[src/rtl/clk_manip_pkg.sv]
// Shared types for the clock-manipulation pair; no logic, no latency.
package clk_manip_pkg;

  typedef enum logic [1:0] {
    P2E_IDLE = 2'd0,
    P2E_HIGH = 2'd1,
    P2E_LOW  = 2'd2
  } p2e_state_e;

  localparam int P2E_LEN_W_DEF  = 4;
  localparam int P2E_PEND_W_DEF = 3;

endpackage

[src/rtl/p2e_pend_counter.sv]
// Saturating up/down counter of queued events; count updates one cycle after inc/dec.
// Simultaneous inc and dec leave the count unchanged; inc while full is ignored (caller flags the drop).
module p2e_pend_counter #(
  parameter int W = 3
) (
  input  logic         clk,
  input  logic         rst,
  input  logic         inc_i,
  input  logic         dec_i,
  output logic [W-1:0] count_o,
  output logic         full_o
);

  logic [W-1:0] count_q, count_d;

  always_comb begin
    count_d = count_q;
    if (inc_i && !dec_i && !full_o) begin
      count_d = count_q + W'(1);
    end else if (dec_i && !inc_i && (count_q != '0)) begin
      count_d = count_q - W'(1);
    end
  end

  always_ff @(posedge clk) begin
    if (rst) begin
      count_q <= '0;
    end else begin
      count_q <= count_d;
    end
  end

  assign count_o = count_q;
  assign full_o  = (count_q == {W{1'b1}});

endmodule

[src/rtl/pulse2edge_stretcher.sv]
// Stretches fast-domain pulses into L-cycle high levels separated by L-cycle low gaps (edge_o rises 1 cycle after pulse_i).
// No backpressure: surplus pulses queue in the pending counter, and are dropped with a sticky overflow once it is full.
module pulse2edge_stretcher
  import clk_manip_pkg::*;
#(
  parameter int LEN_W  = P2E_LEN_W_DEF,
  parameter int PEND_W = P2E_PEND_W_DEF
) (
  input  logic              clk,
  input  logic              rst,
  input  logic              pulse_i,
  input  logic [LEN_W-1:0]  hold_len_i,
  input  logic              clear_ovf_i,
  output logic              edge_o,
  output logic              busy_o,
  output logic [PEND_W-1:0] pending_o,
  output logic              overflow_o
);

  p2e_state_e        state_q, state_d;
  logic [LEN_W-1:0]  cnt_q, cnt_d;
  logic [LEN_W-1:0]  len_m1;
  logic              ovf_q, ovf_d;
  logic              enq, deq, drop;
  logic              phase_done;
  logic              pend_full;
  logic [PEND_W-1:0] pend_cnt;

  // A zero hold length behaves as one cycle.
  assign len_m1     = (hold_len_i == '0) ? '0 : hold_len_i - LEN_W'(1);
  assign phase_done = (cnt_q == '0);

  always_comb begin
    state_d = state_q;
    cnt_d   = cnt_q;
    enq     = 1'b0;
    deq     = 1'b0;
    case (state_q)
      P2E_IDLE: begin
        if (pulse_i) begin
          state_d = P2E_HIGH;
          cnt_d   = len_m1;
        end
      end
      P2E_HIGH: begin
        enq = pulse_i;
        if (phase_done) begin
          state_d = P2E_LOW;
          cnt_d   = len_m1;
        end else begin
          cnt_d = cnt_q - LEN_W'(1);
        end
      end
      P2E_LOW: begin
        if (!phase_done) begin
          enq   = pulse_i;
          cnt_d = cnt_q - LEN_W'(1);
        end else if (pend_cnt != '0) begin
          // Replay a queued event; a pulse arriving now takes the freed slot.
          state_d = P2E_HIGH;
          cnt_d   = len_m1;
          deq     = 1'b1;
          enq     = pulse_i;
        end else if (pulse_i) begin
          state_d = P2E_HIGH;
          cnt_d   = len_m1;
        end else begin
          state_d = P2E_IDLE;
          cnt_d   = '0;
        end
      end
      default: begin
        state_d = P2E_IDLE;
        cnt_d   = '0;
      end
    endcase
  end

  assign drop = enq && pend_full && !deq;

  always_comb begin
    ovf_d = ovf_q;
    if (drop) begin
      ovf_d = 1'b1;
    end else if (clear_ovf_i) begin
      ovf_d = 1'b0;
    end
  end

  always_ff @(posedge clk) begin
    if (rst) begin
      state_q <= P2E_IDLE;
      cnt_q   <= '0;
      ovf_q   <= 1'b0;
    end else begin
      state_q <= state_d;
      cnt_q   <= cnt_d;
      ovf_q   <= ovf_d;
    end
  end

  p2e_pend_counter #(
    .W(PEND_W)
  ) u_pend (
    .clk    (clk),
    .rst    (rst),
    .inc_i  (enq),
    .dec_i  (deq),
    .count_o(pend_cnt),
    .full_o (pend_full)
  );

  assign edge_o     = (state_q == P2E_HIGH);
  assign busy_o     = (state_q != P2E_IDLE);
  assign pending_o  = pend_cnt;
  assign overflow_o = ovf_q;

endmodule
[config.mk]
export PLATFORM = sky130hd
export DESIGN_NAME = pulse2edge_stretcher
export DESIGN_NICKNAME = d
export VERILOG_FILES = /design/src/rtl/clk_manip_pkg.sv /design/src/rtl/p2e_pend_counter.sv /design/src/rtl/pulse2edge_stretcher.sv
export SDC_FILE = /design/constraint.sdc
export NUM_CORES = 1
export LEC_CHECK = 0
export CORE_MARGIN = 4
export CORE_UTILIZATION = 56
export DETAILED_ROUTE_END_ITERATION = 6
export GPL_TIMING_DRIVEN = 0
export PLACE_DENSITY_LB_ADDON = 0.15
export REMOVE_ABC_BUFFERS = 1
export SKIP_CTS_REPAIR_TIMING = 1
export SLEW_MARGIN = 20
export SYNTH_ARGS = -nofsm -noshare
export SYNTH_HDL_FRONTEND = slang
export SYNTH_HIERARCHICAL = 1
export SYNTH_SLANG_ARGS = --single-unit
[constraint.sdc]
create_clock -name clk -period 6.68 [get_ports clk]
set_input_delay 0.668 -clock clk [delete_from_list [all_inputs] [get_ports clk]]
set_output_delay 0.668 -clock clk [all_outputs]
set_load 0.1 [all_outputs]
# ---- Word-level counts from Yosys, hierarchy flattened
# Cells that the tools add are included.
dict set report classes {
  n_reduce_logical 17
  bitwise_logic 0
  div 0
  shifts 0
  eq_ne 6
  muxes 23
  addsub 4
  multipliers 0
  order_cmp 0
}
# operator n
set op_table {}
lappend op_table {{2-to-1 mux 4 bit} 6}
lappend op_table {{one-hot mux 4 bit (3 select lines)} 1}
lappend op_table {{2-to-1 mux 1 bit} 9}
lappend op_table {{logical NOT 4 bit} 2}
lappend op_table {{subtractor 4 x 1 -> 4 bit (second input constant)} 2}
lappend op_table {{logical AND 1 bit} 6}
lappend op_table {{2-to-1 mux 2 bit} 3}
lappend op_table {{2-to-1 mux 3 bit} 2}
lappend op_table {{one-hot mux 2 bit (3 select lines)} 1}
lappend op_table {{nonzero test 2 bit} 3}
lappend op_table {{!= test 2 bit (second input constant)} 2}
lappend op_table {{adder 3 x 1 -> 3 bit (second input constant)} 1}
lappend op_table {{== test 3 bit (second input constant)} 1}
lappend op_table {{logical NOT 1 bit} 3}
lappend op_table {{AND reduction 3 bit} 1}
lappend op_table {{nonzero test 3 bit} 1}
lappend op_table {{subtractor 3 x 1 -> 3 bit (second input constant)} 1}
lappend op_table {{== test 2 x 1 -> 1 bit (second input constant)} 1}
lappend op_table {{== test 2 bit (second input constant)} 1}
lappend op_table {{logical NOT 2 bit} 1}
lappend op_table {{!= test 2 x 1 -> 1 bit (second input constant)} 1}
lappend op_table {{one-hot mux 1 bit (2 select lines)} 1}
dict set report totals {
  latch_bits 0
  in_bits 8
  rom_bits 0
  n_memories 0
  ramBits 0
  regBits 10
  word_cells 54
  output_inout_bits 6
}

# ---- Depth between registers and ports, before layout
# Gate-level depths: netlist (run 1).
dict set report depth {
  depth_word 9
  ltp_mapped 12
  depth_no_buf 11
}

# ---- Cells and area by module
# The synthesis (run 1) kept the hierarchy.
# module cells_per_inst area_per_inst_um2 instances seq_area_each_um2
set by_module_without_submodules {}
lappend by_module_without_submodules {pulse2edge_stretcher 81 655.6 1 140.1}
lappend by_module_without_submodules {p2e_pend_counter 33 265.3 1 60.1}

# ---- Worst setup path before layout (run 1)
# No wires, ideal clock.
dict set report synth_timing {
  kind {reg-to-reg}
  from {register state_q[1]}
  to {register u_pend.count_q[2] (netlist: u_pend/count_o[2])}
  n_path_buf 1
  path_stages_with_launch 12
  setup_time_ns 0.103
  path_slack_ns 3.277
  arrival_ns 3.300
  required_time_ns 6.577
  synth_period_minus_slack_ns 3.403
  path_cell_list {dfxtp_1 -> inv_1 -> ha_1 -> nor2_1 -> a211oi_1 -> nor2b_1 -> buf_6 -> nand2b_1 -> fa_1 -> nor2_1 -> a211oi_1 -> a2111oi_2}
}
dict set report synth_via {
  elab_chain_len 6
  word_cells_on_any_way 12
  cone_classes {2 x eq/ne; 3 x mux; 7 x reduce/logical}
}
# item line
set synth_lines {}
lappend synth_lines {{from (decl)} pulse2edge_stretcher.sv:20} ;# p2e_state_e state_q, state_d;
lappend synth_lines {{from (signal assigned)} pulse2edge_stretcher.sv:96} ;# state_q <= state_d;
lappend synth_lines {{== test 2 x 1 -> 1 bit (*)} n/a}
lappend synth_lines {{via edge_o} pulse2edge_stretcher.sv:14} ;# output logic edge_o,
lappend synth_lines {{one-hot mux 1 bit (2 select lines) (*)} pulse2edge_stretcher.sv:38} ;# case (state_q)
lappend synth_lines {{via enq} pulse2edge_stretcher.sv:24} ;# logic enq, deq, drop;
lappend synth_lines {{logical NOT 1 bit} p2e_pend_counter.sv:20} ;# end else if (dec_i && !inc_i && (count_q != '0)) begin
lappend synth_lines {{logical AND 1 bit (2 in series)} p2e_pend_counter.sv:20}
lappend synth_lines {{nonzero test 2 bit (no line)} n/a}
lappend synth_lines {{to (signal assigned)} p2e_pend_counter.sv:29} ;# count_q <= count_d;
lappend synth_lines {{to (decl)} p2e_pend_counter.sv:14} ;# logic [W-1:0] count_q, count_d;
# Mark *: on every way through the listed nets, which the timed path passes. The rest lies on a longest branch.
# A chain may end at the register's enable or synchronous reset.

# ---- Worst setup path in the final report (run 1)
dict set report layout_timing {
  from {input pulse_i}
  to {register u_pend.count_q[2] (netlist: u_pend/count_o[2])}
}
dict set report layout_via {
  elab_chain_len 7
  word_cells_on_any_way 10
  cone_classes {4 x mux; 6 x reduce/logical}
}
# item line
set layout_lines {}
lappend layout_lines {{from (decl)} pulse2edge_stretcher.sv:11} ;# input logic pulse_i,
lappend layout_lines {{2-to-1 mux 1 bit} pulse2edge_stretcher.sv:58} ;# end else if (pend_cnt != '0) begin
lappend layout_lines {{2-to-1 mux 1 bit} pulse2edge_stretcher.sv:55} ;# if (!phase_done) begin
lappend layout_lines {{one-hot mux 1 bit (2 select lines) (*)} pulse2edge_stretcher.sv:38}
lappend layout_lines {{via enq} pulse2edge_stretcher.sv:24}
lappend layout_lines {{logical NOT 1 bit} p2e_pend_counter.sv:20}
lappend layout_lines {{logical AND 1 bit (2 in series)} p2e_pend_counter.sv:20}
lappend layout_lines {{nonzero test 2 bit (no line)} n/a}
# Marked as above.

==> out/metrics.cfg, run 1 <==
[status]
status=finished, final reports clean

[logic_synthesis]
ys_seq_area_share_pct=21.7
synthSimpleGateAreaFrac_pct=31.4
synth_area_um2=921
synth_flop_cell=dfxtp_1
postSynthAreaPerCell_um2=8.08
synthArstFlopShare_pct=0
synth_top_family_by_area=simple AND/OR/NAND/NOR gates
synthMuxAreaShare_pct=2.17
synth_edf_count=0
synth-xor-area-share_pct=0.951
synth_seq_cells=10
syn_inst=114
yosysWarnings=6
synthDistinctLibCells=40
synth_compound_area_share_pct=26.6
synthAdderAreaFrac_pct=11.7

[route]
vias_per_cell=6.24
vias=898
drt_iter0_drc=21
drt-total-wl_mm=2.05
route.antenna.remaining_nets=0
drc=0
wl_per_cell_um=14.2
first_pass_iters=5

[global_route]
grt_max_degree=13
grt_pass1_vias=835
grt_first_pass_wirelength_mm=3.55
gr-total-overflow=0
antenna_found_initial=0
grt_use_total_pct=18.5

[placed_design]
gp_congestion=0.819
port_buffers=13
dp_cells=140
dp_hpwl_mm=1.51

[cts]
clock-sinks=10
path_clk_slew_ns=0.08
cts_tree=built
cts_buffer_depth=2
clk_latency_ns=0.28
cts_buffers=3
cts_max_level=1
root_buffer=clkbuf_4

[cells_and_area]
layout_common_cells=clkdlybuf4s50_1 (13), nor2_1 (11), dfxtp_1 (10), inv_1 (8)
area_growth_pct=18.1
nets=145
register_area_um2=200
multi_input_area_um2=671
layout_commonest_cell=clkdlybuf4s50_1
drive_above_1_share_pct=10.9
antenna_cells=0
fillers=140
final_cells=144

[timing]
finalCritPeriodShare_pct=50.2
fin_setup_tns_ns=0
skew_ns=0.00526
relSlewSlack_pct=35.5
worst_slew_pin_slew_ns=0.965
post-route-min-period_ns=3.35
slew_viol_final=0
hold_viol_final=0
rsz0062_at_grt=false
setup_viol=0
max_freq_mhz=298

[worst_setup_path]
rrSetupSlack_ns=3.47
cp_cell_sequence=clkdlybuf4s50_1 -> nand2_1 -> a211oi_1 -> nor2b_1 -> nand2b_1 -> fa_1 -> nor2_1 -> a211oi_1 -> a2111oi_2
worst_r2r_path_depth=10
crit_path_frequent_cell=a211oi_1
cp.arrival_ns=3.54
path_class=in2reg
start_kind=input port
critPathTopFamily=simple AND/OR/NAND/NOR gates
crit_required_ns=6.86
crit_slowest_cell=clkdlybuf4s50_1
worst_setup_path_end_kind=flop
cpPeakStageDelay_ns=0.63
timing.rr.start=cnt_q[0]
crit_path_max_fanout=8
worst-path-buf-inv=1
worst_r2r_endpoint=u_pend/count_o[2]

[floorplanning]
die_height_um=48.6
num_rows=14
fp.dieW_um=48.6
initial_core_util_pct=60.4
dieArea_um2=2360
core_area_um2=1520
io_pins=14

[power]
p_leak_nw=0.421
powerDensity_nw_per_um2=379
ir_drop_mv=0.195

[min_path]
hp-class=reg2reg
holdCritStartpoint=overflow_o
hold_end=overflow_o
holdPathStages=2

[flow_run]
cap_viol_max_count=0

==> where the power goes <==
part           total, mW  internal [mW]  switching (mW)
clock             0.0587         0.0332          0.0255
sequential        0.0981         0.0746          0.0235
combinational      0.255         0.0933           0.162
==> cells by family after synthesis <==
group / Yosys count
compound gates: 33
xor+xnor: 1
fa+ha+maj: 8
buf+inv: 11
flops: 10
mux: 2
simple gates: 49
==> cells in the mapped netlist, drive strengths merged, types with 2 or more instances <==
library cell,n,share of area [%]
nor4b,2,1.9
mux2i,2,2.2
dfxtp,10,22
nor3b,4,3.8
o21ai,4,2.2
o21bai,2,1.6
a21oi,6,3.3
inv,8,3.3
nor2b,3,2.3
a211o,2,1.9
buf,2,1.8
ha,7,9.5
nor2,11,4.5
or2,2,1.4
o22ai,5,5.4
nand2b,7,4.8
nand3b,2,1.6
nor3,7,3.8
nand2,4,1.9
a22oi,3,2.4
and3,2,1.4
a211oi,7,5.7
==> per-stage QoR <==
step                      setup WS, ns  hold WS [ns]  util, %  cell area (um^2)  total power [mW]
final                             3.33         0.472     71.3              1090             0.412
after global routing              3.02         0.499     71.3              1090             0.445
after CTS                         3.36         0.477     71.3              1090             0.412
after detailed placement          3.07         0.467     69.0              1050             0.353
after global placement            3.13         0.457     69.0              1050             0.345
after floorplan                   3.12         0.463        -               901             0.297
==> tightest hold or removal path: stages (launching register included) <==
cell	delay [ns]
dfxtp_1	0.31
nand2b_1	0.06
a21oi_1	0.05
==> sequential cells by signal, summed over array words and instances, names as in the netlist <==
register,count
u_pend/count_o,3
cnt_q,4
overflow_o,1
state_q,2
==> worst max path at each step <==
stage                     from           endpoint  slack [ns]  cells after the start
floorplan           state_q[1]  u_pend/count_o[2]        3.12                     10
global placement       pulse_i  u_pend/count_o[2]        3.13                      9
detailed placement     pulse_i  u_pend/count_o[2]        3.07                      9
CTS                    pulse_i  u_pend/count_o[2]        3.36                      9
global route           pulse_i  u_pend/count_o[2]        3.02                      9
finish                 pulse_i  u_pend/count_o[2]        3.33                      9
==> area by class of cell <==
cell class              count  share of cell area (%)
clock buffers               4                    3.34
inverters                   8                    2.76
multi-input cells          93                    61.7
flip-flops and latches     10                    18.4
well taps                  16                    1.84
repair buffers             13                    12.0
==> layer usage <==
metal  vias to the layer above  track usage (%)  wire length [um]
met5                         -                0                 0
met4                         0             10.8                62
met3                         7             4.60               123
met2                        24             30.7               971
met1                       415             21.3               888
li1                        452                -                 -
No activity file was read; power rests on OpenSTA's default activity.
==> run 2, diff against run 1 <==
--- a/config.mk
+++ b/config.mk
@@ -6,7 +6,7 @@
 export NUM_CORES = 1
 export LEC_CHECK = 0
 export CORE_MARGIN = 4
-export CORE_UTILIZATION = 56
+export CORE_UTILIZATION = 52
 export DETAILED_ROUTE_END_ITERATION = 6
 export GPL_TIMING_DRIVEN = 0
 export PLACE_DENSITY_LB_ADDON = 0.15
==> constraint.sdc (replaced) <==
create_clock -name clk -period 3.1 [get_ports clk]
set_input_delay 0.31 -clock clk [delete_from_list [all_inputs] [get_ports clk]]
set_output_delay 0.31 -clock clk [all_outputs]
set_load 0.1 [all_outputs]
==> run 2 against run 1 <==
Clock power rose by 100%. Hold slack improved by 0.011 ns. Critical path depth fell by 1. Core utilization fell by 1.7 points. Combinational power rose by 120%. Clock-buffer cell count did not move. Register-to-register slack got worse by 3.1 ns. Worst setup slack got worse by 3.0 ns. Clock skew fell by 0.0041 ns. Non-clock buffer count did not move.
==> out/metrics.cfg, run 2 (synthesis results as in run 1) <==
[status]
status=finished, final reports clean

[route]
drc=0  ; unchanged
wl_per_cell_um=13.1  ; -7.4%
route.antenna.remaining_nets=0  ; unchanged
drt_iter0_drc=30  ; +43%
drt-total-wl_mm=2.00  ; -2.3%
vias_per_cell=5.86  ; -6.1%
first_pass_iters=4  ; -1
vias=890  ; -0.89%

[worst_setup_path]
timing.rr.start=u_pend/count_o[0]
path_class=reg2reg
crit_slowest_cell=nor3_1
cp.arrival_ns=2.93  ; -0.61 ns
start_kind=flop
worst_r2r_path_depth=8  ; -2
cpPeakStageDelay_ns=0.57  ; -0.06 ns
worst-path-buf-inv=0  ; -1
rrSetupSlack_ns=0.34  ; -3.13 ns
crit_required_ns=3.27  ; -3.59 ns
critPathTopFamily=simple AND/OR/NAND/NOR gates
cp_cell_sequence=nor3_1 -> and3b_1 -> nor2b_4 -> nand2b_1 -> fa_1 -> nor2_1 -> a211oi_1 -> a2111oi_2
crit_path_max_fanout=12  ; +4
worst_setup_path_end_kind=flop
worst_r2r_endpoint=u_pend/count_o[2]

[cts]
cts_tree=built
cts_max_level=1  ; unchanged
cts_buffer_depth=2  ; unchanged
clock-sinks=10  ; unchanged
clk_latency_ns=0.27  ; about the same
cts_buffers=3  ; unchanged
path_clk_slew_ns=0.07  ; about the same
root_buffer=clkbuf_4

[cells_and_area]
drive_above_1_share_pct=12.5  ; +1.6 points
post-route-util_pct=69.6  ; -1.7 points
finalInstanceArea_um2=1110  ; +2.1%
final_cells=152  ; +5.6%
area_growth_pct=20.5
largest_reg_flops=4  ; unchanged
top_register=cnt_q
layout_commonest_cell=clkdlybuf4s50_1
layout_common_cells=clkdlybuf4s50_1 (13), nor2_1 (11), dfxtp_1 (10), inv_1 (8)
antenna_cells=0  ; unchanged
nets=145  ; unchanged

[min_path]
hp-class=reg2reg
hold_end=overflow_o
holdPathStages=2  ; unchanged
holdCritStartpoint=overflow_o

[power]
powerDensity_nw_per_um2=803  ; +110%
comb_power_share_pct=62.8  ; +0.9 points
p_sw_uw=455  ; +120%
p_leak_nw=0.422  ; +0.18%
p_seq_share_pct=23.9  ; about the same
power_switching_share_pct=51.0  ; -0.13 points
internal_power_uw=437  ; +120%
pwr-share-clk_pct=13.4  ; -0.9 points
ir_drop_mv=0.676  ; +250%

[global_route]
grt_max_degree=13  ; unchanged
gr-total-overflow=0  ; unchanged
antenna_found_initial=0  ; unchanged
grt_pass1_vias=733  ; -12%
grt_use_total_pct=17.1  ; -1.4 points
grt_first_pass_wirelength_mm=3.39  ; -4.5%

[placed_design]
dp_hpwl_mm=1.54  ; +2.0%
gp_congestion=0.809  ; -1.2%
dpl_cell_area_um2=1060  ; +0.95%
dp_cells=148  ; +5.7%
port_buffers=13  ; unchanged

[floorplanning]
io_pins=14  ; unchanged
num_rows=14  ; unchanged
die_height_um=50.1  ; +3.2%
initial_core_util_pct=57.8  ; -2.7 points
dieArea_um2=2510  ; +6.4%
fp.dieW_um=50.1  ; +3.2%
core_area_um2=1590  ; +4.6%

[timing]
max_freq_mhz=362
hold_viol_final=0  ; unchanged
finalCritPeriodShare_pct=89.1
worst_slew_pin_slew_ns=0.969  ; +0.00453 ns
rsz0062_at_grt=false
slew_viol_final=0  ; unchanged
post-route-min-period_ns=2.76
skew_ns=0.00119  ; -0.00407 ns
relSlewSlack_pct=35.2  ; -0.30 points
setup_viol=0  ; unchanged
whs_ns=0.484  ; +0.0115 ns

[flow_run]
cap_viol_max_count=0  ; unchanged

-- run 2: cell types whose count changed in the layout (fill, tap and decap cells not counted) --
cell / previous run / this run
a211oi_1: 7 / 6
a211oi_2: 0 / 1
nor2b_1: 2 / 1
nor2b_4: 0 / 1
-- run 2: power by group through the flow --
stage	sequential (mW)	clock [mW]	combinational (mW)
final	0.213	0.119	0.560
after floorplan	0.229	0	0.412
after global routing	0.219	0.129	0.607
after detailed placement	0.215	0	0.544
after CTS	0.211	0.120	0.547
after global placement	0.210	0	0.535
-- run 2: cell type report --
class	count	area [um^2]
clock buffer	4	36.3
fill	135	484
inverter	8	30.0
multi-input combinational	93	683
sequential	10	200
tap	24	30.0
timing repair buffer	13	130
-- run 2: per-layer routing --
layer / global-route usage, % / up-vias / wire, um
met4: 1.38 / 0 / 0
met1: 24.4 / 416 / 992
met3: 5.42 / 0 / 91
met2: 25.9 / 25 / 914
li1: - / 449 / -
met5: 0 / - / 0
-- run 2: worst max path at each step --
stage,from,to,cells after the start
final,u_pend/count_o[0],u_pend/count_o[2],8
after detailed placement,pulse_i,u_pend/count_o[2],9
after CTS,cnt_q[0],u_pend/count_o[2],10
after global routing,state_q[1],u_pend/count_o[2],10
after floorplan,state_q[1],u_pend/count_o[2],10
after global placement,pulse_i,u_pend/count_o[2],9
-- run 2: per-stage QoR --
stage,setup WS [ns],TNS (ns),power (mW)
final,0.339,0,0.892
after floorplan,-0.455,-0.834,0.640
after CTS,0.0102,0,0.879
after detailed placement,-0.0832,-0.0913,0.759
after global placement,-0.0861,-0.103,0.745
after global routing,0.0400,0,0.955
-- run 2: worst register-to-register path, stage by stage, from the launching register on --
cell       delay (ns)
dfxtp_1          0.43
nor3_1           0.57
and3b_1          0.33
nor2b_4          0.23
nand2b_1         0.10
fa_1             0.48
nor2_1           0.14
a211oi_1         0.06
a2111oi_2        0.32
